$ cat config.mk
export PLATFORM = sky130hd
export DESIGN_NAME = lfsr_generator
export DESIGN_NICKNAME = d
export VERILOG_FILES = /design/src/rtl/lfsr_pkg.sv /design/src/rtl/lfsr_step.sv /design/src/rtl/lfsr_generator.sv
export SDC_FILE = /design/constraint.sdc
export NUM_CORES = 1
export LEC_CHECK = 0
export CORE_AREA = 2 2 74 48
export CTS_BUF_LIST = sky130_fd_sc_hd__clkbuf_4 sky130_fd_sc_hd__clkbuf_8
export DETAILED_ROUTE_END_ITERATION = 8
export DIE_AREA = 0 0 76 50
export DONT_BUFFER_PORTS = 1
export GPL_ROUTABILITY_DRIVEN = 0
export PLACE_DENSITY_LB_ADDON = 0.15
export SLEW_MARGIN = 20
export SYNTH_ARGS = -nofsm -noshare
export SYNTH_HDL_FRONTEND = slang
export SYNTH_SLANG_ARGS = --single-unit
export TNS_END_PERCENT = 30
$ cat constraint.sdc
create_clock -name clk -period 2.38 [get_ports clk]
set_clock_uncertainty 0.2 [all_clocks]
set_input_delay 0.357 -clock clk [delete_from_list [all_inputs] [get_ports clk]]
set_output_delay 0.357 -clock clk [all_outputs]
set_load 0.05 [all_outputs]
$ cat src/rtl/lfsr_pkg.sv
// Shared definitions for the 8-bit Galois LFSR link (generator and lock checker).
package lfsr_pkg;

    // Word width the tap set is defined for.
    localparam int unsigned LFSR_W = 8;

    // Default reset/fallback seed; an all-zero state would lock the LFSR.
    localparam logic [LFSR_W-1:0] LFSR_SEED = 8'h01;

    // Feedback comes from the MSB; it also feeds bit 0 through the shift.
    localparam int unsigned FB_BIT = 7;

    // Bits that get the feedback XORed in on top of the shift: positions 2, 5 and 6.
    localparam logic [LFSR_W-1:0] TAP_MASK = 8'b0110_0100;

    // Link FSM encodings, shared so both ends decode the same values.
    typedef enum logic [1:0] {
        ST_IDLE = 2'd0,
        ST_RUN  = 2'd1,
        ST_ERR  = 2'd2
    } lfsr_state_e;

    // One Galois step: shift left, feedback into bit 0 and into each tap.
    function automatic logic [LFSR_W-1:0] lfsr_next(input logic [LFSR_W-1:0] s);
        logic fb;
        fb = s[FB_BIT];
        return {s[LFSR_W-2:0], fb} ^ (fb ? TAP_MASK : '0);
    endfunction

endpackage

$ cat src/rtl/lfsr_step.sv
// Combinational next-state function of the link LFSR, n = step(s).
module lfsr_step
    import lfsr_pkg::*;
(
    input  logic [LFSR_W-1:0] i_state,
    output logic [LFSR_W-1:0] o_next
);

    // Pure function of the current state; no storage here.
    always_comb begin
        o_next = lfsr_next(i_state);
    end

endmodule

$ cat src/rtl/lfsr_generator.sv
// Transmit-side PRBS source: seedable 8-bit Galois LFSR with a programmable
// burst of corrupted output words for exercising the receiver's lock logic.
module lfsr_generator
    import lfsr_pkg::*;
#(
    parameter int unsigned             LFSR_WIDTH    = LFSR_W,
    parameter logic [LFSR_WIDTH-1:0]   SEED          = LFSR_SEED,
    parameter int unsigned             ERR_LEN_WIDTH = 3,
    parameter logic [LFSR_WIDTH-1:0]   ERR_MASK      = 8'h01
) (
    input  logic                     clk,
    input  logic                     i_reset_n,
    input  logic                     i_enable,
    input  logic                     i_seed_load,
    input  logic [LFSR_WIDTH-1:0]    i_seed,
    input  logic                     i_err_req,
    input  logic [ERR_LEN_WIDTH-1:0] i_err_len,
    output logic [LFSR_WIDTH-1:0]    o_LFSR,
    output logic                     o_valid,
    output logic                     o_err_active,
    output logic                     o_wrap
);

    // Only LFSR_WIDTH == 8 is supported; the step function is fixed to the 8-bit tap set.

    logic [LFSR_WIDTH-1:0]    state_q, state_d;
    logic [LFSR_WIDTH-1:0]    seed_q, seed_d;
    logic [LFSR_WIDTH-1:0]    lfsr_q, lfsr_d;
    logic                     valid_q, valid_d;
    logic                     err_active_q, err_active_d;
    logic                     wrap_q, wrap_d;
    logic [ERR_LEN_WIDTH-1:0] err_cnt_q, err_cnt_d;
    lfsr_state_e              fsm_q, fsm_d;

    logic [LFSR_WIDTH-1:0]    step_next;
    logic [LFSR_WIDTH-1:0]    load_value;
    logic                     emit;
    logic                     corrupt;

    lfsr_step u_step (
        .i_state (state_q),
        .o_next  (step_next)
    );

    // Decode this cycle's action; a zero seed falls back to SEED to avoid lock-up.
    always_comb begin
        emit       = i_enable & ~i_seed_load;
        corrupt    = (fsm_q == ST_ERR);
        load_value = (i_seed == '0) ? SEED : i_seed;
    end

    // Next-state for datapath, output registers and the burst FSM.
    always_comb begin
        state_d      = state_q;
        seed_d       = seed_q;
        lfsr_d       = lfsr_q;
        err_active_d = err_active_q;
        err_cnt_d    = err_cnt_q;
        fsm_d        = fsm_q;
        valid_d      = emit;
        // The emitted word is the last of the orbit when its successor is the seed.
        wrap_d       = emit && (step_next == seed_q);

        if (i_seed_load) begin
            // Seed load wins over enable and aborts any burst in progress.
            state_d   = load_value;
            seed_d    = load_value;
            err_cnt_d = '0;
            fsm_d     = ST_IDLE;
        end else begin
            if (emit) begin
                // Mask touches the output only, so the sequence resumes cleanly after a burst.
                lfsr_d       = state_q ^ (corrupt ? ERR_MASK : '0);
                err_active_d = corrupt;
                state_d      = step_next;
            end

            unique case (fsm_q)
                ST_IDLE: begin
                    if (emit) begin
                        fsm_d = ST_RUN;
                    end
                end
                ST_RUN: begin
                    // Corruption begins with the next emitted word, not this one.
                    if (i_err_req && (i_err_len != '0)) begin
                        err_cnt_d = i_err_len;
                        fsm_d     = ST_ERR;
                    end
                end
                ST_ERR: begin
                    // Count emitted words only; stalls leave the count alone.
                    if (emit) begin
                        if (err_cnt_q <= ERR_LEN_WIDTH'(1)) begin
                            err_cnt_d = '0;
                            fsm_d     = ST_RUN;
                        end else begin
                            err_cnt_d = err_cnt_q - 1'b1;
                        end
                    end
                end
                default: begin
                    err_cnt_d = '0;
                    fsm_d     = ST_IDLE;
                end
            endcase
        end
    end

    // All state and outputs registered; asynchronous active-low reset.
    always_ff @(posedge clk or negedge i_reset_n) begin
        if (!i_reset_n) begin
            state_q      <= SEED;
            seed_q       <= SEED;
            lfsr_q       <= '0;
            valid_q      <= 1'b0;
            err_active_q <= 1'b0;
            wrap_q       <= 1'b0;
            err_cnt_q    <= '0;
            fsm_q        <= ST_IDLE;
        end else begin
            state_q      <= state_d;
            seed_q       <= seed_d;
            lfsr_q       <= lfsr_d;
            valid_q      <= valid_d;
            err_active_q <= err_active_d;
            wrap_q       <= wrap_d;
            err_cnt_q    <= err_cnt_d;
            fsm_q        <= fsm_d;
        end
    end

    // Drive ports straight from the output flops.
    always_comb begin
        o_LFSR       = lfsr_q;
        o_valid      = valid_q;
        o_err_active = err_active_q;
        o_wrap       = wrap_q;
    end

endmodule

==> flow_summary_export.csv <==
group,metric,value,unit
synth,synth-xor-area-share,0.05311,
synth,synthArstFlopShare,1.000,
floorplanning,rows,16,
worst_setup_path,r2r_cells,6,
power,p_leak,0.7942,nW
power,p_per_area,903.5,nW/um2
synth,syn_nets,185,
worst_hold_path,hold_path_end,"seed_q[0]",
floorplanning,start_util,0.5315,
sta,worst_slew_pin_slew,0.5953,ns
drt,vias,1177,
synth,ys_ff_latch,32,
sta,drv_slew,0,
synth,synth_top_family_by_area,"compound AO/OA/AOI/OAI gates",
floorplanning,core_area,3103,um2
flow_run,max_cap_violations,0,
worst_hold_path,worstHoldPathCells,2,
drt,drtIter0Drc,176,
sta,timing.final.crit_period,2.065,ns
synth,synth_edf_count,0,
sta,slew_headroom,0.6018,
synth,synth_mux_area_frac,0.08422,
drt,detail_route.wl_per_cell,16.18,um
sta,setup_tns,0,ns
sta,finalCritPeriodShare,0.8677,
worst_setup_path,r2r_slack,0.31,ns
sta,rsz0062_at_grt,"false",
final_layout,final_util,0.5794,
clocking,cts_tree,"done",
drt,vias_per_cell,5.552,
synth,yosys.area_share.simple,0.1297,
worst_setup_path,startpoint_type,"flop",
global_routing,met3_usage,0.08974,
clocking,clock_path_buffers,2,
drt,ant_nets,0,
clocking,clk_pin_slew_worst_paths,0.07,ns
sta,max_clock_freq,0.4843,GHz
sta,setup_viol,0,
power,irDropWorstVdd,0.0003791,V
synth,synth_area,1649,um2
clocking,h-tree-depth,2,
final_layout,synthToLayoutAreaGrowth,9.029,%
global_routing,antenna_found_initial,0,
global_routing,grt_busiest_layer,"met1",
worst_hold_path,hold_class,"input port to flop",
floorplanning,die_y,50,um
floorplanning,die-area,3800,um2
drt,dr.pass1.iters,4,
worst_setup_path,cp_data_required_time,2.37,ns
worst_setup_path,critPathMaxFanout,7,
clocking,worstSkewPairLatency,0.28,ns
global_routing,grt_max_degree,33,
worst_hold_path,hp-start,"i_seed_load",
final_layout,nFillCells,267,
synth,synth_compound_area_frac,0.1419,
synth,synth_ff_type,"dfrtp_1",
global_routing,grt_util_met2,0.2783,
worst_setup_path,cp.arrival,2.05,ns
synth,synthAdderAreaFrac,0.04552,
placed_design,port-buffer-count,0,
drt,post-route-drc-count,0,
synth,yosysSeqAreaShare,0.4871,
worst_setup_path,end_kind,"flop",
floorplanning,ios,27,
clocking,clock-sinks,32,
drt,wirelength,3430,um
global_routing,met1_usage,0.3040,
global_routing,grt-ovfl-total,0,
final_layout,drive_above_1_share,0.1138,
worst_setup_path,worstReg2RegStart,"fsm_q[0]",
clocking,numCtsBuffers,5,
final_layout,nets,188,
sta,timing.final.hold_violations,0,
global_routing,grt_pass1_vias,1154,
global_routing,grt_use_total,0.2101,
status,status,"finished, final reports clean",
clocking,root_buffer,"clkbuf_8",
clocking,cts_setup_buffers,0,
synth,syn-mean-instance-area,10.12,um2
synth,yosysWarnings,0,
global_routing,grt_pass1_wl,6003,um
synth,synth_cells,163,
placed_design,dp_hpwl,2433,um
worst_setup_path,crit_type,"flop to flop",
final_layout,diodes,0,
floorplanning,die_x,76,um
worst_setup_path,reg2reg_to,"fsm_q[0]",
synth,synthDistinctLibCells,36,
-- critical path: stages (launching register included) --
cell	delay [ns]
dfrtp_1	0.40
inv_1	0.14
ha_1	0.36
inv_2	0.10
or3_4	0.40
and3_4	0.20
o31ai_2	0.18
-- cell usage in the layout, fill, tap and decap left out, types with 2 or more instances in the layout --
master | synthesis | layout
inv_2 | 2 | 2
inv_1 | 13 | 13
nor2_1 | 7 | 7
dfstp_2 | 2 | 2
mux2_2 | 2 | 2
xnor2_1 | 9 | 9
clkbuf_8 | 0 | 6
o41ai_1 | 2 | 2
ha_1 | 6 | 6
nor4_1 | 2 | 2
nand2_1 | 16 | 16
clkinv_2 | 0 | 2
mux2_1 | 5 | 5
nand2b_1 | 3 | 3
dlygate4sd3_1 | 0 | 2
mux2i_1 | 6 | 6
a21oi_1 | 8 | 8
dfrtp_1 | 30 | 30
nor2b_1 | 3 | 3
and2_1 | 2 | 2
o21ai_0 | 17 | 17
nand4_1 | 2 | 2
o31ai_1 | 3 | 3
nor3_1 | 4 | 4
nand3_1 | 2 | 2
-- power breakdown --
part | switching (mW) | leakage (nW) | internal (mW)
sequential | 0.197 | 0.398 | 0.621
combinational | 0.212 | 0.345 | 0.166
clock | 0.198 | 0.0510 | 0.231
-- area by class of cell --
cell class	instances	area, um2	area share
clock buffers	6	82.58	0.04593
clock inverters	2	10.01	0.005567
inverters	15	56.30	0.03132
multi-input cells	109	749.5	0.4168
flip-flops and latches	32	803.3	0.4468
well taps	45	56.30	0.03132
repair buffers	3	40.04	0.02227
-- timing repair --
item,CTS,global route
hold buffers,3,0
setup endpoints to repair,0,0
endpoints found under the hold margin,50,0
resized for setup,0,0
-- metrics by stage --
stage	cell area, um2	hold slack [ns]	power [mW]	worst slack (ns)	std cells
2_1_floorplan	1649	-0.1386	1.113	0.5799	163
3_3_place_gp	1665	-0.1378	1.164	0.4553	201
3_5_place_dp	1665	-0.1379	1.177	0.3382	201
4_1_cts	1798	0.002622	1.628	0.3175	212
5_1_grt	1798	0.01655	1.729	0.1978	212
6_report	1798	0.01312	1.624	0.3150	212
-- kinds of logic (layout without fill, tap and decap cells) --
group                      after synthesis  after routing
buffers and inverters                   22             26
adders and majority gates                6              6
and+or+nand+nor                         43             43
DFF                                     32             32
muxes                                   13             13
AOI/OAI and AO/OA                       37             37
xor gates and xnor gates                10             10
-- state kept, by name, indices dropped and copies added (netlist names) --
name and flops:
o_err_active 1, state_q 8, seed_q 8, err_cnt_q 3, o_valid 1, o_wrap 1, fsm_q 2, o_LFSR 8
-- metal layers --
layer	part of all wire	wire, um
met2	0.40	1387
met3	0.087	297
met1	0.49	1691
met5	0	0
met4	0.016	54
-- cell usage after synthesis (2+ instances only) --
library cell | number | area (um2)
clkbuf_1 | 3 | 11.26
dfstp_2 | 2 | 52.55
nand3_1 | 2 | 10.01
buf_2 | 2 | 10.01
mux2i_1 | 6 | 60.06
o21ai_0 | 17 | 85.08
nand4_1 | 2 | 12.51
mux2_2 | 2 | 22.52
nor2b_1 | 3 | 18.77
nor2_1 | 7 | 26.28
dfrtp_1 | 30 | 750.7
o41ai_1 | 2 | 17.52
and2_1 | 2 | 12.51
xnor2_1 | 9 | 78.83
o31ai_1 | 3 | 22.52
mux2_1 | 5 | 56.30
inv_1 | 13 | 48.80
ha_1 | 6 | 75.07
nand2b_1 | 3 | 18.77
nor4_1 | 2 | 12.51
a21oi_1 | 8 | 40.04
inv_2 | 2 | 7.510
nand2_1 | 16 | 60.06
nor3_1 | 4 | 20.02
-- worst max path at each step --
stage,slack [ns],cells after the start,end,start
floorplan,0.58,7,fsm_q[0],fsm_q[0]
global placement,0.46,6,fsm_q[0],fsm_q[0]
detailed placement,0.34,6,fsm_q[0],fsm_q[0]
CTS,0.32,6,fsm_q[0],fsm_q[0]
global route,0.20,6,fsm_q[0],fsm_q[0]
finish,0.31,6,fsm_q[0],fsm_q[0]
(Power assumes the default switching activity.)
